--- src/rtl/rv_ctrl_pkg.sv ---
// Shared constants and types for the RV32I multi-cycle control unit.
// Covers opcodes, control encodings, fault codes and FSM state codes.
package rv_ctrl_pkg;

    localparam logic [6:0] OPC_OP     = 7'b0110011;
    localparam logic [6:0] OPC_OP_IMM = 7'b0010011;
    localparam logic [6:0] OPC_LOAD   = 7'b0000011;
    localparam logic [6:0] OPC_STORE  = 7'b0100011;

    localparam logic [2:0] F3_WORD = 3'b010;
    localparam logic [2:0] F3_SRX  = 3'b101;

    localparam logic [1:0] IMM_I   = 2'b00;
    localparam logic [1:0] IMM_S   = 2'b01;
    localparam logic [3:0] ALU_ADD = 4'b0000;

    localparam logic [31:0] NOP_INSTR = 32'h0000_0013;

    typedef enum logic [1:0] {
        FAULT_NONE    = 2'b00,
        FAULT_ILLEGAL = 2'b01,
        FAULT_TIMEOUT = 2'b10
    } fault_e;

    typedef enum logic [1:0] {
        CLS_OP,
        CLS_OP_IMM,
        CLS_LOAD,
        CLS_STORE
    } instr_cls_e;

    // Field order matches the {ImmSel, BSel, ALUSel, WBSel} output concatenation.
    typedef struct packed {
        logic [1:0] imm_sel;
        logic       b_sel;
        logic [3:0] alu_sel;
        logic       wb_sel;
    } ctrl_t;

    localparam logic [2:0] ST_IDLE   = 3'd0;
    localparam logic [2:0] ST_FETCH  = 3'd1;
    localparam logic [2:0] ST_DECODE = 3'd2;
    localparam logic [2:0] ST_EXEC   = 3'd3;
    localparam logic [2:0] ST_MEM    = 3'd4;
    localparam logic [2:0] ST_WB     = 3'd5;
    localparam logic [2:0] ST_TRAP   = 3'd6;

endpackage

--- src/rtl/rv_multicycle_ctrl_if.sv ---
// Instruction-memory fetch bus: the request is held until the acknowledge arrives,
// and rdata is valid in the cycle where both req and ack are high.
interface rv_multicycle_ctrl_if;

    logic        req;
    logic [31:0] addr;
    logic        ack;
    logic [31:0] rdata;

    modport master (output req, addr, input ack, rdata);
    modport slave  (input req, addr, output ack, rdata);

endinterface

--- src/rtl/rv_ctrl_decode.sv ---
// Combinational instruction classifier: opcode/funct fields -> class, legality and the
// datapath control bundle that the FSM latches in DECODE.
module rv_ctrl_decode
    import rv_ctrl_pkg::*;
(
    input  logic [6:0] opcode,
    input  logic [2:0] funct3,
    input  logic       funct7_5,
    output instr_cls_e cls,
    output logic       legal,
    output ctrl_t      ctrl
);

    always_comb begin
        // NOTE: every output gets a default before the case so no path can infer a latch.
        cls   = CLS_OP;
        legal = 1'b0;
        ctrl  = '0;
        case (opcode)
            OPC_OP: begin
                cls          = CLS_OP;
                legal        = 1'b1;
                ctrl.imm_sel = IMM_I;
                ctrl.b_sel   = 1'b0;
                ctrl.alu_sel = {funct7_5, funct3};
                ctrl.wb_sel  = 1'b1;
            end
            OPC_OP_IMM: begin
                // Immediate bit 30 only selects arithmetic shift for SRAI.
                cls          = CLS_OP_IMM;
                legal        = 1'b1;
                ctrl.imm_sel = IMM_I;
                ctrl.b_sel   = 1'b1;
                ctrl.alu_sel = {funct7_5 && (funct3 == F3_SRX), funct3};
                ctrl.wb_sel  = 1'b1;
            end
            OPC_LOAD: begin
                cls          = CLS_LOAD;
                legal        = (funct3 == F3_WORD);
                ctrl.imm_sel = IMM_I;
                ctrl.b_sel   = 1'b1;
                ctrl.alu_sel = ALU_ADD;
                ctrl.wb_sel  = 1'b0;
            end
            OPC_STORE: begin
                cls          = CLS_STORE;
                legal        = (funct3 == F3_WORD);
                ctrl.imm_sel = IMM_S;
                ctrl.b_sel   = 1'b1;
                ctrl.alu_sel = ALU_ADD;
                ctrl.wb_sel  = 1'b0;
            end
            default: ;
        endcase
    end

endmodule

--- src/rtl/rv_multicycle_ctrl.sv ---
// Multi-cycle RV32I control FSM: fetch over req/ack, decode, then sequence EXEC/MEM/WB so
// that each instruction issues at most one register or memory write.
module rv_multicycle_ctrl
    import rv_ctrl_pkg::*;
#(
    parameter logic [31:0] RESET_PC      = 32'h0,
    parameter int unsigned FETCH_TIMEOUT = 15
) (
    input  logic                        CLK,
    input  logic                        RST,
    input  logic                        run,
    rv_multicycle_ctrl_if.master        imem,
    output logic [31:0]                 instructionCode,
    output logic [1:0]                  ImmSel,
    output logic                        RegWEn,
    output logic                        BSel,
    output logic [3:0]                  ALUSel,
    output logic                        MemRW,
    output logic                        WBSel,
    output logic [31:0]                 pc,
    output logic                        retire,
    output logic [1:0]                  fault
);

    localparam logic [3:0] WAIT_LAST = 4'(FETCH_TIMEOUT - 1);

    logic [2:0]  state;
    logic [2:0]  state_d;
    logic [3:0]  wait_cnt;
    logic [31:0] ir;
    fault_e      fault_q;

    instr_cls_e  cls;
    logic        legal;
    ctrl_t       dec_ctrl;
    logic        is_mem;
    logic        timeout;

    rv_ctrl_decode u_decode (
        .opcode   (ir[6:0]),
        .funct3   (ir[14:12]),
        .funct7_5 (ir[30]),
        .cls      (cls),
        .legal    (legal),
        .ctrl     (dec_ctrl)
    );

    assign is_mem          = (cls == CLS_LOAD) || (cls == CLS_STORE);
    assign timeout         = (wait_cnt == WAIT_LAST);
    assign instructionCode = ir;
    assign fault           = fault_q;
    assign imem.req        = (state == ST_FETCH);
    assign imem.addr       = pc;

    always_comb begin
        state_d = state;
        case (state)
            ST_IDLE:   state_d = run ? ST_FETCH : ST_IDLE;
            ST_FETCH: begin
                if (imem.ack)    state_d = ST_DECODE;
                else if (timeout) state_d = ST_TRAP;
            end
            ST_DECODE: state_d = legal ? ST_EXEC : ST_TRAP;
            ST_EXEC:   state_d = is_mem ? ST_MEM : ST_WB;
            ST_MEM:    state_d = ST_WB;
            ST_WB:     state_d = run ? ST_FETCH : ST_IDLE;
            ST_TRAP:   state_d = ST_TRAP;
            default:   state_d = ST_IDLE;
        endcase
    end

    always_ff @(posedge CLK) begin
        // NOTE: reset is sampled here synchronously and written first so it beats every update below.
        if (RST) begin
            state    <= ST_IDLE;
            pc       <= RESET_PC;
            ir       <= NOP_INSTR;
            wait_cnt <= '0;
            ImmSel   <= IMM_I;
            BSel     <= 1'b0;
            ALUSel   <= '0;
            WBSel    <= 1'b0;
            RegWEn   <= 1'b0;
            MemRW    <= 1'b0;
            retire   <= 1'b0;
            fault_q  <= FAULT_NONE;
        end else begin
            state    <= state_d;
            wait_cnt <= (state == ST_FETCH && !imem.ack) ? wait_cnt + 4'd1 : '0;

            if (state == ST_FETCH && imem.ack)
                ir <= imem.rdata;
            if (state == ST_FETCH && !imem.ack && timeout)
                fault_q <= FAULT_TIMEOUT;

            if (state == ST_DECODE) begin
                if (legal) {ImmSel, BSel, ALUSel, WBSel} <= dec_ctrl;
                else       fault_q <= FAULT_ILLEGAL;
            end

            if (state == ST_WB)
                pc <= pc + 32'd4;

            // Strobes are keyed on the next state so they line up exactly with MEM/WB.
            RegWEn <= (state_d == ST_WB) && (cls != CLS_STORE);
            MemRW  <= (state_d == ST_MEM) && (cls == CLS_STORE);
            retire <= (state_d == ST_WB);
        end
    end

endmodule
--- src/flat_wrapper.sv ---
// flat-port wrapper written by rule: the top's interface ports become plain ports
module rv_multicycle_ctrl_flat import rv_ctrl_pkg::*;
#(
    parameter logic [31:0] RESET_PC      = 32'h0,
    parameter int unsigned FETCH_TIMEOUT = 15
)
  (CLK, RST, run, instructionCode, ImmSel, RegWEn, BSel, ALUSel, MemRW, WBSel, pc, retire, fault, imem_req, imem_addr, imem_ack, imem_rdata);
  rv_multicycle_ctrl_if imem_i ();
  input  logic CLK;
  input  logic RST;
  input  logic run;
  output logic [31:0] instructionCode;
  output logic [1:0] ImmSel;
  output logic RegWEn;
  output logic BSel;
  output logic [3:0] ALUSel;
  output logic MemRW;
  output logic WBSel;
  output logic [31:0] pc;
  output logic retire;
  output logic [1:0] fault;
  output wire logic [$bits(imem_i.req)-1:0] imem_req;
  output wire logic [$bits(imem_i.addr)-1:0] imem_addr;
  input wire logic [$bits(imem_i.ack)-1:0] imem_ack;
  input wire logic [$bits(imem_i.rdata)-1:0] imem_rdata;
  assign imem_req = imem_i.req;
  assign imem_addr = imem_i.addr;
  assign imem_i.ack = imem_ack;
  assign imem_i.rdata = imem_rdata;
  rv_multicycle_ctrl #(.RESET_PC(RESET_PC), .FETCH_TIMEOUT(FETCH_TIMEOUT)) u_core (.CLK(CLK), .RST(RST), .run(run), .imem(imem_i), .instructionCode(instructionCode), .ImmSel(ImmSel), .RegWEn(RegWEn), .BSel(BSel), .ALUSel(ALUSel), .MemRW(MemRW), .WBSel(WBSel), .pc(pc), .retire(retire), .fault(fault));
endmodule
--- config.mk ---
export PLATFORM = sky130hd
export DESIGN_NAME = rv_multicycle_ctrl_flat
export DESIGN_NICKNAME = d
export VERILOG_FILES = /design/src/rtl/rv_ctrl_pkg.sv /design/src/rtl/rv_multicycle_ctrl_if.sv /design/src/rtl/rv_ctrl_decode.sv /design/src/rtl/rv_multicycle_ctrl.sv /design/src/flat_wrapper.sv
export SDC_FILE = /design/constraint.sdc
export NUM_CORES = 1
export LEC_CHECK = 0
export ABC_AREA = 0
export CAP_MARGIN = 20
export CORE_MARGIN = 3
export CORE_UTILIZATION = 60
export CTS_CLUSTER_DIAMETER = 100
export DETAILED_ROUTE_END_ITERATION = 10
export DONT_BUFFER_PORTS = 1
export PLACE_DENSITY = 0.76
export SYNTH_ARGS = -nofsm -noshare
export SYNTH_HDL_FRONTEND = slang
export SYNTH_SLANG_ARGS = --single-unit
--- constraint.sdc ---
create_clock -name CLK -period 2.17 [get_ports CLK]
set_clock_uncertainty 0.05 [all_clocks]
set_input_delay 0.434 -clock CLK [delete_from_list [all_inputs] [get_ports CLK]]
set_output_delay 0.434 -clock CLK [all_outputs]
set_load 0.02 [all_outputs]
# Yosys cells after proc, flatten, opt, wreduce, memory -nomap -nowiden
# Index checks and enable logic that the tools add are counted.
# classes
addsub	2
eq_ne	18
muxes	12
n_bitwise	1
n_reduce_logical	14
# ops
op	n
$add 32x3->32 const B	1
$pmux 7 s4	1
$eq 3x3->1 const B	6
$pmux 3 s6	1
$eq 7x6->1 const B	2
$eq 3x2->1 const B	3
$mux 3	3
$reduce_or 2->1	4
$eq 7x2->1 const B	1
$eq 7x5->1 const B	1
$logic_and 1x1->1	6
$mux 2	3
$pmux 2 s3	1
$add 4x1->4 const B	1
$eq 2x2->1 const B	2
$eq 4x4->1 const B	1
$eq 3x1->1 const B	1
$logic_not 3->1	1
$mux 1	2
$ne 2x2->1 const B	1
$pmux 1 s2	1
$reduce_and 2->1	1
$logic_not 1->1	1
$logic_or 1x1->1	1
$not 1->1	1
# word_totals
ff_bits	84
input_bits	36
out_inout_bits	110
elab_cells	59

# Logic depth before layout (Yosys ltp)
# Gate-level depths: netlist (run 1).
# logic_depth
depth_word	8
depth_mapped	8
depth_no_buf	6

# Modules after synthesis
# From an unflattened synthesis (run 1), not the netlist that was laid out.
# unflattened
cells_unflattened	448
hier_area_um2	3723.6
# modules_own_cells
module	n_inst	cells_per_inst	area_per_inst_um2	seq_area_each_um2
rv_multicycle_ctrl	1	427	3589.7	1641.6
rv_ctrl_decode	1	21	133.9	0.0

# Worst setup path after synthesis (run 1)
# No wires, ideal clock.
# synth_timing
kind	reg2reg
startpoint	register u_core.pc[4] (netlist: u_core.imem.addr[4])
endpoint	register u_core.pc[27] (netlist: u_core.imem.addr[27])
setup_ns	0.070
arrival_ns	1.902
required_ns	2.050
path_slack_ns	0.148
path_stages_with_launch	7
path_buffers	2
period_less_slack_ns	2.022
path_cell_list	dfxtp_1 -> buf_2 -> nand3_1 -> or4_1 -> buf_2 -> or4_1 -> a21oi_1
# synth_via
elab_chain_len	1
# synth_lines
element	line_no	rtl
start: declaration	rv_multicycle_ctrl.sv:20	output logic [31:0] pc,
start signal: assignment	rv_multicycle_ctrl.sv:102	pc <= pc + 32'd4;
$add 32x3->32	rv_multicycle_ctrl.sv:102	
# Every way passes these cells.
# A chain may end at the register's enable or synchronous reset.

# Final worst setup path (run 1)
# layout_timing
startpoint	register u_core.state[2]
endpoint	output port imem_req
# layout_via
elab_chain_len	1
# layout_lines
element	line_no	rtl
start: declaration	rv_multicycle_ctrl.sv:27	logic [2:0] state;
start signal: assignment	rv_multicycle_ctrl.sv:88	state <= state_d;
$eq 3x1->1	rv_multicycle_ctrl.sv:52	assign imem.req = (state == ST_FETCH);
end: declaration	flat_wrapper.sv:22	output wire logic [$bits(imem_i.req)-1:0] imem_req;
# Every way passes these cells.

==> results of run 1 <==
-- worst min path at each step --
stage / start / endpoint / cells past startpoint
after floorplan: u_core.wait_cnt[0] / u_core.wait_cnt[0] / 1
after global placement: u_core.wait_cnt[0] / u_core.wait_cnt[0] / 1
after detailed placement: u_core.wait_cnt[0] / u_core.wait_cnt[0] / 1
after CTS: RST / u_core.imem.addr[16] / 1
after global routing: RST / u_core.imem.addr[26] / 1
final: RST / u_core.imem.addr[22] / 1
-- per-stage QoR --
step / util (%) / power, W / cell area, sq um / setup WS [ps] / instances
2_1_floorplan: - / 0.00188 / 3670 / 148 / 445
3_3_place_gp: 65.2 / 0.00194 / 3720 / 198 / 500
3_5_place_dp: 65.2 / 0.00195 / 3720 / 115 / 500
4_1_cts: 69.6 / 0.00329 / 3970 / 35.9 / 515
5_1_grt: 69.6 / 0.00339 / 3980 / 14.4 / 515
6_report: 69.6 / 0.00327 / 3980 / 54.8 / 515
-- synth_stat cells (all sizes together), types with 2 or more instances --
master | count | area share (%)
nor2 | 20 | 2.1
nor4b | 2 | 0.48
nand2 | 80 | 8.2
xor2 | 6 | 1.4
o211ai | 2 | 0.41
nor3b | 4 | 0.82
and3 | 2 | 0.34
mux2 | 2 | 0.62
clkbuf | 15 | 1.5
nand3 | 11 | 1.5
a211oi | 2 | 0.41
inv | 7 | 0.72
nor3 | 4 | 0.55
o31ai | 10 | 2.1
a21oi | 57 | 7.8
or4 | 12 | 2.5
nand4 | 9 | 1.5
nand2b | 2 | 0.34
or3 | 9 | 1.5
and4 | 5 | 1.2
nand3b | 5 | 1.4
and2 | 4 | 0.69
or2 | 2 | 0.34
dfxtp | 81 | 44
ha | 3 | 1.0
nor2b | 5 | 0.86
buf | 45 | 8.6
xnor2 | 5 | 1.2
o21ai | 16 | 2.2
and4b | 2 | 0.55
-- routing by layer --
metal | track usage (%) | share of wire, %
met5 | 0 | 0
met4 | 8.77 | 1.4
met3 | 8.00 | 9.8
met2 | 38.0 | 48
met1 | 26.7 | 41
-- cells in the final DEF, fill, tap and decap left out, types with 3 or more instances in the layout --
| cell type | netlist | routed |
|---|---|---|
| a21oi_1 | 57 | 57 |
| and2_1 | 4 | 4 |
| and4_1 | 5 | 5 |
| buf_4 | 37 | 41 |
| bufinv_16 | 0 | 3 |
| clkbuf_8 | 0 | 11 |
| conb_1 | 1 | 5 |
| dfxtp_1 | 81 | 80 |
| ha_1 | 3 | 3 |
| inv_1 | 7 | 7 |
| nand2_1 | 80 | 80 |
| nand3_1 | 11 | 11 |
| nand3b_1 | 4 | 4 |
| nand4_1 | 9 | 9 |
| nor2_1 | 20 | 20 |
| nor2b_1 | 5 | 5 |
| nor3_1 | 4 | 4 |
| nor3b_1 | 4 | 4 |
| o21ai_0 | 16 | 16 |
| o31ai_1 | 10 | 10 |
| or3_1 | 9 | 9 |
| or4_1 | 12 | 12 |
| xnor2_1 | 5 | 5 |
| xor2_1 | 6 | 6 |
-- sequential cells by signal, summed over array words and instances, names as in the netlist --
signal	flops
u_core.instructionCode	32
u_core.imem.addr	30
u_core.ALUSel	4
u_core.wait_cnt	4
u_core.state	3
u_core.fault	2
u_core.BSel	1
u_core.ImmSel	1
u_core.MemRW	1
u_core.RegWEn	1
u_core.WBSel	1
u_core.retire	1
-- cells by family after synthesis --
kind of cell | share of synthesized area [%]
DFF | 44.4
muxes | 0.891
and+or+nand+nor | 25.8
adders and majority gates | 1.03
xor gates and xnor gates | 2.64
buffers and inverters | 10.9
AOI/OAI and AO/OA | 14.3
other | 0.103
-- report_power, final --
part           switching [W]  leakage (nW)  internal (W)  total, W
Combinational       0.000165         0.675      0.000117  0.000282
Clock               0.000527         0.126      0.000825   0.00135
Sequential         0.0000974         0.655       0.00154   0.00164
-- cell type report --
cell class	instances	area, sq um	area share [%]
clock inverters	4	98.8	2.49
inverters	7	26.3	0.661
multi-input cells	297	1650	41.4
well taps	72	90.1	2.27
clock buffers	11	151	3.81
flip-flops and latches	81	1620	40.8
repair buffers	43	339	8.53
==> reports/metrics.csv, run 1 <==
stage,metric,value,unit
final_layout,fin_nets,478,
route,first_pass_iters,4,
worst_setup_path,cp-start-kind,flop,
logic_synthesis,netlist_instances,441,
placed_design,dp_hpwl,5.71,mm
worst_setup_path,cp.depth,4,
run_status,status,finished clean,
cts,cts_hold_buffers,0,
final_layout,n_fill_cell,477,
logic_synthesis,synth_flop_cell,dfxtp_1,
worst_setup_path,max_stage_delay,510,ps
final_layout,num_antenna_cells,0,
global_route,grt_pass1_wl,13.4,mm
floorplanning,die_x,84.0,um
worst_setup_path,critPathCaptureType,output port,
final_layout,area_growth,8.87,%
route,drt-wirelength-per-cell,15.5,um
worst_setup_path,startpoint,u_core.state[2],
sta,final-setup-viol-count,0,
cts,clk_latency,350,ps
cts,path_clk_slew,80,ps
global_route,grt_usage,22.8,%
sta,whs,96.6,ps
logic_synthesis,synth-edff-count,0,
worst_setup_path,crit_end,imem_req,
pwr,total_leakage_power,1.46,nW
job,maxCapViolCount,0,
worst_setup_path,cp_common_cell,buf_4,
worst_setup_path,critPathTopFamily,simple AND/OR/NAND/NOR gates,
sta,fmax,473,MHz
cts,cts_root_buffer,clkbuf_8,
route,drt-total-wl,8.00,mm
cts,cts_post_setup_buffers_inserted,0,
sta,hold_viol,0,
pwr,power_density,822,nW/um^2
worst_hold_path,hp-class,in -> reg,
global_route,grt.overflow.total,0,
logic_synthesis,synth_area,3650,sq um
global_route,antenna_found_initial,0,
cts,cts_made_buffers,9,
final_layout,drive_gt1_share,14.7,%
floorplanning,row_count,27,
sta,maxSlewViolCount,0,
floorplanning,initial_core_util,64.0,%
cts,cts.sinks,81,
worst_setup_path,reg2reg_depth,4,
sta,fin_crit,2120,ps
pwr,vdd_drop_max,0.596,mV
logic_synthesis,ys_warn_count,0,
worst_setup_path,slowest_stage,or3b_2,
worst_setup_path,rr_endpoint,u_core.imem.addr[27],
worst_setup_path,crit_chain,"buf_4, or3b_2, inv_1, buf_4",
floorplanning,ios,146,
logic_synthesis,syn_avg_cell_area,8.28,sq um
cts,cts_tree,yes,
global_route,grt_max_degree,79,
sta,fin_setup_tns,0,ps
floorplanning,coreArea,5710,sq um
global_route,grt_pass1_vias,2884,
logic_synthesis,seq_area_frac_synth,44.4,%
route,ant_nets,0,
route,via_count,3002,
worst_setup_path,crit_fanout,8,
worst_setup_path,r2r_start,u_core.state[1],
logic_synthesis,synth-seq-cells,81,
cts,htreeDepth,3,
sta,slew_headroom,66.1,%
route,vias_per_cell,5.83,
sta,finalCritPeriodShare,97.5,%
placed_design,io_buffer_count,0,
placed_design,gp_congestion,0.752,
logic_synthesis,ys_async_sr_fraction,0,%
route,drc,0,
worst_setup_path,worst-endpoint-required,1690,ps
route,drt_iter0_drc,140,
worst_setup_path,crit_buf_inv,3,
worst_setup_path,setup.worst_path.class,reg -> out,
sta,rsz0062_at_grt,false,
floorplanning,dieArea,7060,sq um
sta,tightest_slew,508,ps
worst_setup_path,rrSetupSlack,110,ps
cts,cts_resized,1,
cts,cts_max_path_buffers,2,
logic_synthesis,synthDistinctLibCells,45,
floorplanning,die_h,84.0,um
worst_setup_path,critPathArrivalTime,1630,ps
Note: power is estimated with default switching activity, not from simulation.
==> run 2, diff against run 1 <==
- CORE_UTILIZATION: 60 -> 43
- DONT_BUFFER_PORTS: 1 -> not set
- PLACE_DENSITY: 0.76 -> 0.8
==> run 2 against run 1 <==
Cell area is 30% higher. Hold slack better by 310 ps. First-iteration DRC count is 26% lower. Non-clock buffer count is 115 higher. Fmax is 6.1% higher. Critical path depth is 1 lower. Sequential power is 4% lower. Sequential cell count stayed put. Die area is 36% higher. Largest cell class unchanged. Cell count is 28% higher.
==> reports/metrics.csv, run 2 (synthesis results as in run 1) <==
stage,metric,value,unit,change
run_status,status,finished clean,,
route,vias_per_cell,5.27,,-9.7%
route,drt-total-wl,9.47,mm,+18%
final_layout,n_fill_cell,672,,+41%
worst_setup_path,crit_chain,"or3b_2, inv_1, clkbuf_2",,
sta,maxSlewViolCount,0,,unchanged
final_layout,largest_register_ffs,32,,unchanged
global_route,grt_max_degree,42,,-47%
sta,final-setup-viol-count,0,,unchanged
sta,hold_viol,0,,unchanged
final_layout,multi_input_area,1650,sq um,+0.30%
route,drt_iter0_drc,104,,-26%
route,drt-wirelength-per-cell,14.3,um,-7.8%
pwr,power_density,617,nW/um^2,-25%
final_layout,mostFrequentLayoutCells,"clkdlybuf4s50_1, nand2_1, dfxtp_1",,
cts,cts.sinks,81,,unchanged
final_layout,drive_gt1_share,8.05,%,-6.6 points
final_layout,layout.cells.most_common,clkdlybuf4s50_1,,
worst_setup_path,slowest_stage,or3b_2,,
placed_design,placed_area,4980,sq um,+34%
worst_setup_path,crit_fanout,9,,+1
job,maxCapViolCount,0,,unchanged
floorplanning,row_count,32,,+19%
pwr,total_leakage_power,1.80,nW,+23%
sta,fmax,501,MHz,+6.1%
placed_design,io_buffer_count,140,,+140
pwr,vdd_drop_max,0.489,mV,-18%
final_layout,area_growth,41.9,%,
global_route,grt_usage,19.2,%,-3.6 points
global_route,antenna_found_initial,0,,unchanged
pwr,p_clk_share,34.4,%,-6.9 points
sta,tightest_slew,695,ps,+188 ps
worst_setup_path,max_stage_delay,500,ps,about the same
sta,fin_setup_tns,0,ps,unchanged
final_layout,ff_latch_area,1620,sq um,about the same
floorplanning,dieArea,9640,sq um,+36%
final_layout,fin_nets,593,,+24%
worst_hold_path,hp-class,reg -> reg,,
floorplanning,ios,146,,unchanged
floorplanning,initial_core_util,45.8,%,-18 points
worst_setup_path,worst-endpoint-required,1690,ps,about the same
worst_setup_path,cp-start-kind,flop,,
sta,rsz0062_at_grt,false,,
final_layout,num_antenna_cells,0,,unchanged
floorplanning,die_x,98.2,um,+17%
global_route,grt_pass1_vias,3282,,+14%
cts,cts_root_buffer,clkbuf_8,,
cts,path_clk_slew,80,ps,about the same
worst_setup_path,critPathCaptureType,output port,,
pwr,p_comb_share,16.3,%,+7.7 points
route,ant_nets,0,,unchanged
route,via_count,3481,,+16%
sta,finalCritPeriodShare,91.9,%,-5.6 points
placed_design,dp_hpwl,6.97,mm,+22%
cts,cts_made_buffers,9,,unchanged
cts,clk_latency,350,ps,about the same
worst_setup_path,critPathArrivalTime,1510,ps,-120 ps
cts,cts_tree,yes,,
route,first_pass_iters,4,,unchanged
pwr,power_frac_seq,49.3,%,-0.7 points
sta,slew_headroom,53.7,%,-12 points
route,drc,0,,unchanged
pwr,p_switching,0.000852,W,+8.0%
pwr,internal_power,0.00234,W,-5.5%
cts,cts_max_path_buffers,2,,unchanged
global_route,grt_pass1_wl,15.4,mm,+15%
global_route,grt.overflow.total,0,,unchanged
sta,whs,408,ps,+311 ps
floorplanning,coreArea,7970,sq um,+40%
floorplanning,die_h,98.2,um,+17%
final_layout,fin_area,5180,sq um,+30%
pwr,swShare,26.7,%,+2.5 points
cts,htreeDepth,3,,unchanged
sta,fin_crit,1990,ps,-121 ps
worst_setup_path,setup.worst_path.class,reg -> out,,
placed_design,gp_congestion,0.780,,+3.8%
## run 2: cell count changes in the layout (fill, tap and decap cells not counted), moves of 2 or more
| cell | before | now |
|---|---|---|
| clkinv_2 | 0 | 2 |
| buf_4 | 41 | 15 |
| clkinvlp_4 | 0 | 2 |
| clkdlybuf4s50_1 | 0 | 138 |
| bufinv_16 | 3 | 1 |
## run 2: final timing paths
check,startpoint,endpoint,slack [ps],cells past startpoint
max,u_core.state[1],imem_req,180,3
min reg2reg,u_core.instructionCode[7],u_core.instructionCode[7],410,2
max reg2reg,u_core.state[0],u_core.imem.addr[16],180,6
min,u_core.instructionCode[7],u_core.instructionCode[7],410,2
## run 2: layout make-up
cell class | count | share of cell area (%)
Clock buffer | 11 | 2.73
Multi-Input combinational cell | 297 | 31.9
Inverter | 7 | 0.507
Tap cell | 102 | 2.46
Timing Repair Buffer | 158 | 30.0
Sequential cell | 81 | 31.3
Clock inverter | 5 | 1.06
## run 2: layer usage
layer  GRT usage [%]  up-vias  share of wire (%)
li1                -     1715                  -
met2            32.9      136                 49
met3            9.21       11                 11
met5               0        -                  0
met4            6.09        0                1.4
met1            20.9     1619                 38
## run 2: metrics by stage
stage | power, W | utilization (%) | std cells | setup slack, ps
after global placement | 0.00212 | 62.5 | 645 | 126
after global routing | 0.00334 | 65.0 | 661 | 8.94
after floorplan | 0.00188 | - | 445 | 148
after CTS | 0.00322 | 65.0 | 661 | 14.2
after detailed placement | 0.00213 | 62.5 | 645 | 112
final | 0.00320 | 65.0 | 661 | 176
## run 2: worst max-delay path: cells and delay by family (launching register included)
family	cells	cell delay, ps
buffers and inverters	2	280
and+or+nand+nor	1	500
DFF	1	380
## run 2: power by group through the flow
stage               Clock, W  Combinational, W  Sequential [W]
global placement           0          0.000517         0.00161
global route         0.00119          0.000566         0.00158
floorplan                  0          0.000223         0.00166
CTS                  0.00113          0.000524         0.00157
detailed placement         0          0.000523         0.00161
finish               0.00110          0.000521         0.00158
## run 2: timing repair
action	in CTS	in global routing
hold buffers	0	0
pin swaps	0	1
endpoints found under the setup margin	1	9
gates resized for setup	2	6
buffers inserted	0	0
==> run 3, diff against run 2 <==
- GPL_ROUTABILITY_DRIVEN: not set -> 0
- GPL_TIMING_DRIVEN: not set -> 0
==> run 3 against run 2 <==
Cell area rose by 5.3%. Global-route usage grew 1.0 points. Power is 2.7% higher. Critical path type is now reg -> reg. Largest cell class is now non-clock buffers. Highest routed layer unchanged.
==> reports/metrics.csv, run 3 (synthesis results as in run 1) <==
stage,metric,value,unit,change
worst_setup_path,slowest_stage,or4_1,,
global_route,grt_pass1_vias,3455,,+5.3%
worst_setup_path,critPathArrivalTime,2310,ps,+800 ps
final_layout,largest_register_ffs,32,,unchanged
final_layout,final_cells,705,,+6.7%
final_layout,num_antenna_cells,0,,unchanged
floorplanning,coreArea,7970,sq um,unchanged
floorplanning,dieArea,9640,sq um,unchanged
route,drt-total-wl,9.79,mm,+3.4%
job,maxCapViolCount,0,,unchanged
sta,slew_headroom,55.1,%,+1.4 points
floorplanning,die_x,98.2,um,unchanged
cts,cts_max_path_buffers,2,,unchanged
global_route,grt_usage,20.2,%,+1.0 points
global_route,grt_pass1_wl,16.0,mm,+4.3%
pwr,power_frac_seq,48.2,%,-1.1 points
sta,tightest_slew,671,ps,-24.0 ps
sta,finalCritPeriodShare,95.7,%,+3.8 points
cts,cts_made_buffers,9,,unchanged
pwr,p_switching,0.000869,W,+2.0%
sta,final-setup-viol-count,0,,unchanged
final_layout,fin_util,68.5,%,+3.4 points
sta,fmax,482,MHz,-3.9%
pwr,power,0.00328,W,+2.7%
worst_setup_path,worst-endpoint-required,2400,ps,+710 ps
worst_setup_path,critPathCaptureType,flop,,
pwr,p_clk_share,36.6,%,+2.2 points
cts,cts_tree,yes,,
worst_setup_path,crit_fanout,6,,-3
worst_setup_path,cp.depth,7,,+4
final_layout,fin_nets,637,,+7.4%
cts,htreeDepth,3,,unchanged
floorplanning,ios,146,,unchanged
worst_setup_path,crit_chain,"ha_1, and4b_1, buf_2, nand4_1, buf_4, or4_1, a21oi_1",,
worst_setup_path,critPathTopFamily,simple AND/OR/NAND/NOR gates,,
cts,cts.sinks,81,,unchanged
route,drt_iter0_drc,150,,+44%
floorplanning,initial_core_util,45.8,%,unchanged
worst_hold_path,holdPathStages,2,,unchanged
final_layout,drive_gt1_share,12.6,%,+4.6 points
route,first_pass_iters,5,,+1
route,drc,0,,unchanged
sta,postLayoutSetupSlackWorst,93.8,ps,-81.8 ps
global_route,grt.overflow.total,0,,unchanged
pwr,swShare,26.5,%,-0.19 points
placed_design,io_buffer_count,140,,unchanged
sta,hold_viol,0,,unchanged
sta,maxSlewViolCount,0,,unchanged
route,ant_nets,0,,unchanged
placed_design,dp_hpwl,7.40,mm,+6.1%
placed_design,place_ws,-37.4,ps,-150 ps
floorplanning,row_count,32,,unchanged
pwr,internal_power,0.00241,W,+2.9%
final_layout,n_fill_cell,625,,-7.0%
route,vias_per_cell,5.17,,-1.9%
worst_setup_path,max_stage_delay,510,ps,about the same
global_route,grt_max_degree,15,,-64%
final_layout,area_growth,49.4,%,
sta,fin_setup_tns,0,ps,unchanged
placed_design,place_inst,687,,+6.5%
final_layout,mostFrequentLayoutCells,"clkdlybuf4s50_1, nand2_1, dfxtp_1",,
pwr,power_density,602,nW/um^2,-2.5%
cts,cts_root_buffer,clkbuf_8,,
route,via_count,3642,,+4.6%
worst_hold_path,hp-class,reg -> reg,,
worst_setup_path,cp-start-kind,flop,,
final_layout,multi_input_area,1670,sq um,+0.91%
run_status,status,finished clean,,
pwr,p_comb_share,15.1,%,-1.2 points
pwr,vdd_drop_max,0.483,mV,-1.2%
cts,path_clk_slew,80,ps,about the same
worst_setup_path,reg2reg_depth,7,,+1
cts,clk_latency,360,ps,about the same
worst_setup_path,crit_buf_inv,2,,unchanged
route,drt-wirelength-per-cell,13.9,um,-3.1%
global_route,antenna_found_initial,0,,unchanged
worst_setup_path,setup.worst_path.class,reg -> reg,,
pwr,total_leakage_power,1.98,nW,+10%
final_layout,ff_latch_area,1630,sq um,about the same
final_layout,layout.cells.most_common,clkdlybuf4s50_1,,
floorplanning,die_h,98.2,um,unchanged
sta,fin_crit,2080,ps,+81.8 ps
==> run 3: area by class of cell <==
cell class / count / share of cell area [%]
well taps: 102 / 2.34
clock buffers: 9 / 2.27
repair buffers: 143 / 26.0
flip-flops and latches: 81 / 29.8
plain buffers: 59 / 6.81
inverters: 7 / 0.482
multi-input cells: 297 / 30.6
clock inverters: 7 / 1.74
==> run 3: worst paths after layout <==
| path | from | to | slack (ps) |
|---|---|---|---|
| min | u_core.instructionCode[11] | u_core.instructionCode[11] | 410 |
| min reg2reg | u_core.instructionCode[11] | u_core.instructionCode[11] | 410 |
| max reg2reg | u_core.imem.addr[3] | u_core.imem.addr[26] | 90 |
| max | u_core.imem.addr[3] | u_core.imem.addr[26] | 90 |
==> run 3: power groups by stage <==
stage	Combinational [W]	Clock, W	Sequential [W]
6_report	0.000496	0.00120	0.00158
5_1_grt	0.000540	0.00130	0.00159
4_1_cts	0.000496	0.00123	0.00158
3_5_place_dp	0.000492	0	0.00162
3_3_place_gp	0.000489	0	0.00162
2_1_floorplan	0.000223	0	0.00166
==> run 3: per-stage QoR <==
step / area (sq um) / hold slack (ps)
after detailed placement: 5200 / 399
after CTS: 5420 / 415
after global placement: 5200 / 391
final: 5460 / 412
after floorplan: 3670 / 380
after global routing: 5460 / 434
==> run 3: worst register-to-register path, stage by stage (launching register included) <==
cell and delay, ps:
dfxtp_2 390, ha_1 170, and4b_1 200, buf_2 180, nand4_1 180, buf_4 200, or4_1 510, a21oi_1 150
==> run 3: repair_timing <==
action,in CTS,in global routing
resized for setup,6,7
setup buffers,0,3
pin swaps,1,2
setup endpoints to repair,5,38
hold buffers,0,0
==> run 3: layer usage <==
| metal | up-vias | GRT usage (%) | share of wire, % |
|---|---|---|---|
| li1 | 1812 | - | - |
| met1 | 1657 | 21.5 | 38 |
| met2 | 157 | 34.0 | 47 |
| met3 | 16 | 10.0 | 13 |
| met4 | 0 | 8.72 | 2.1 |
| met5 | - | 0 | 0 |
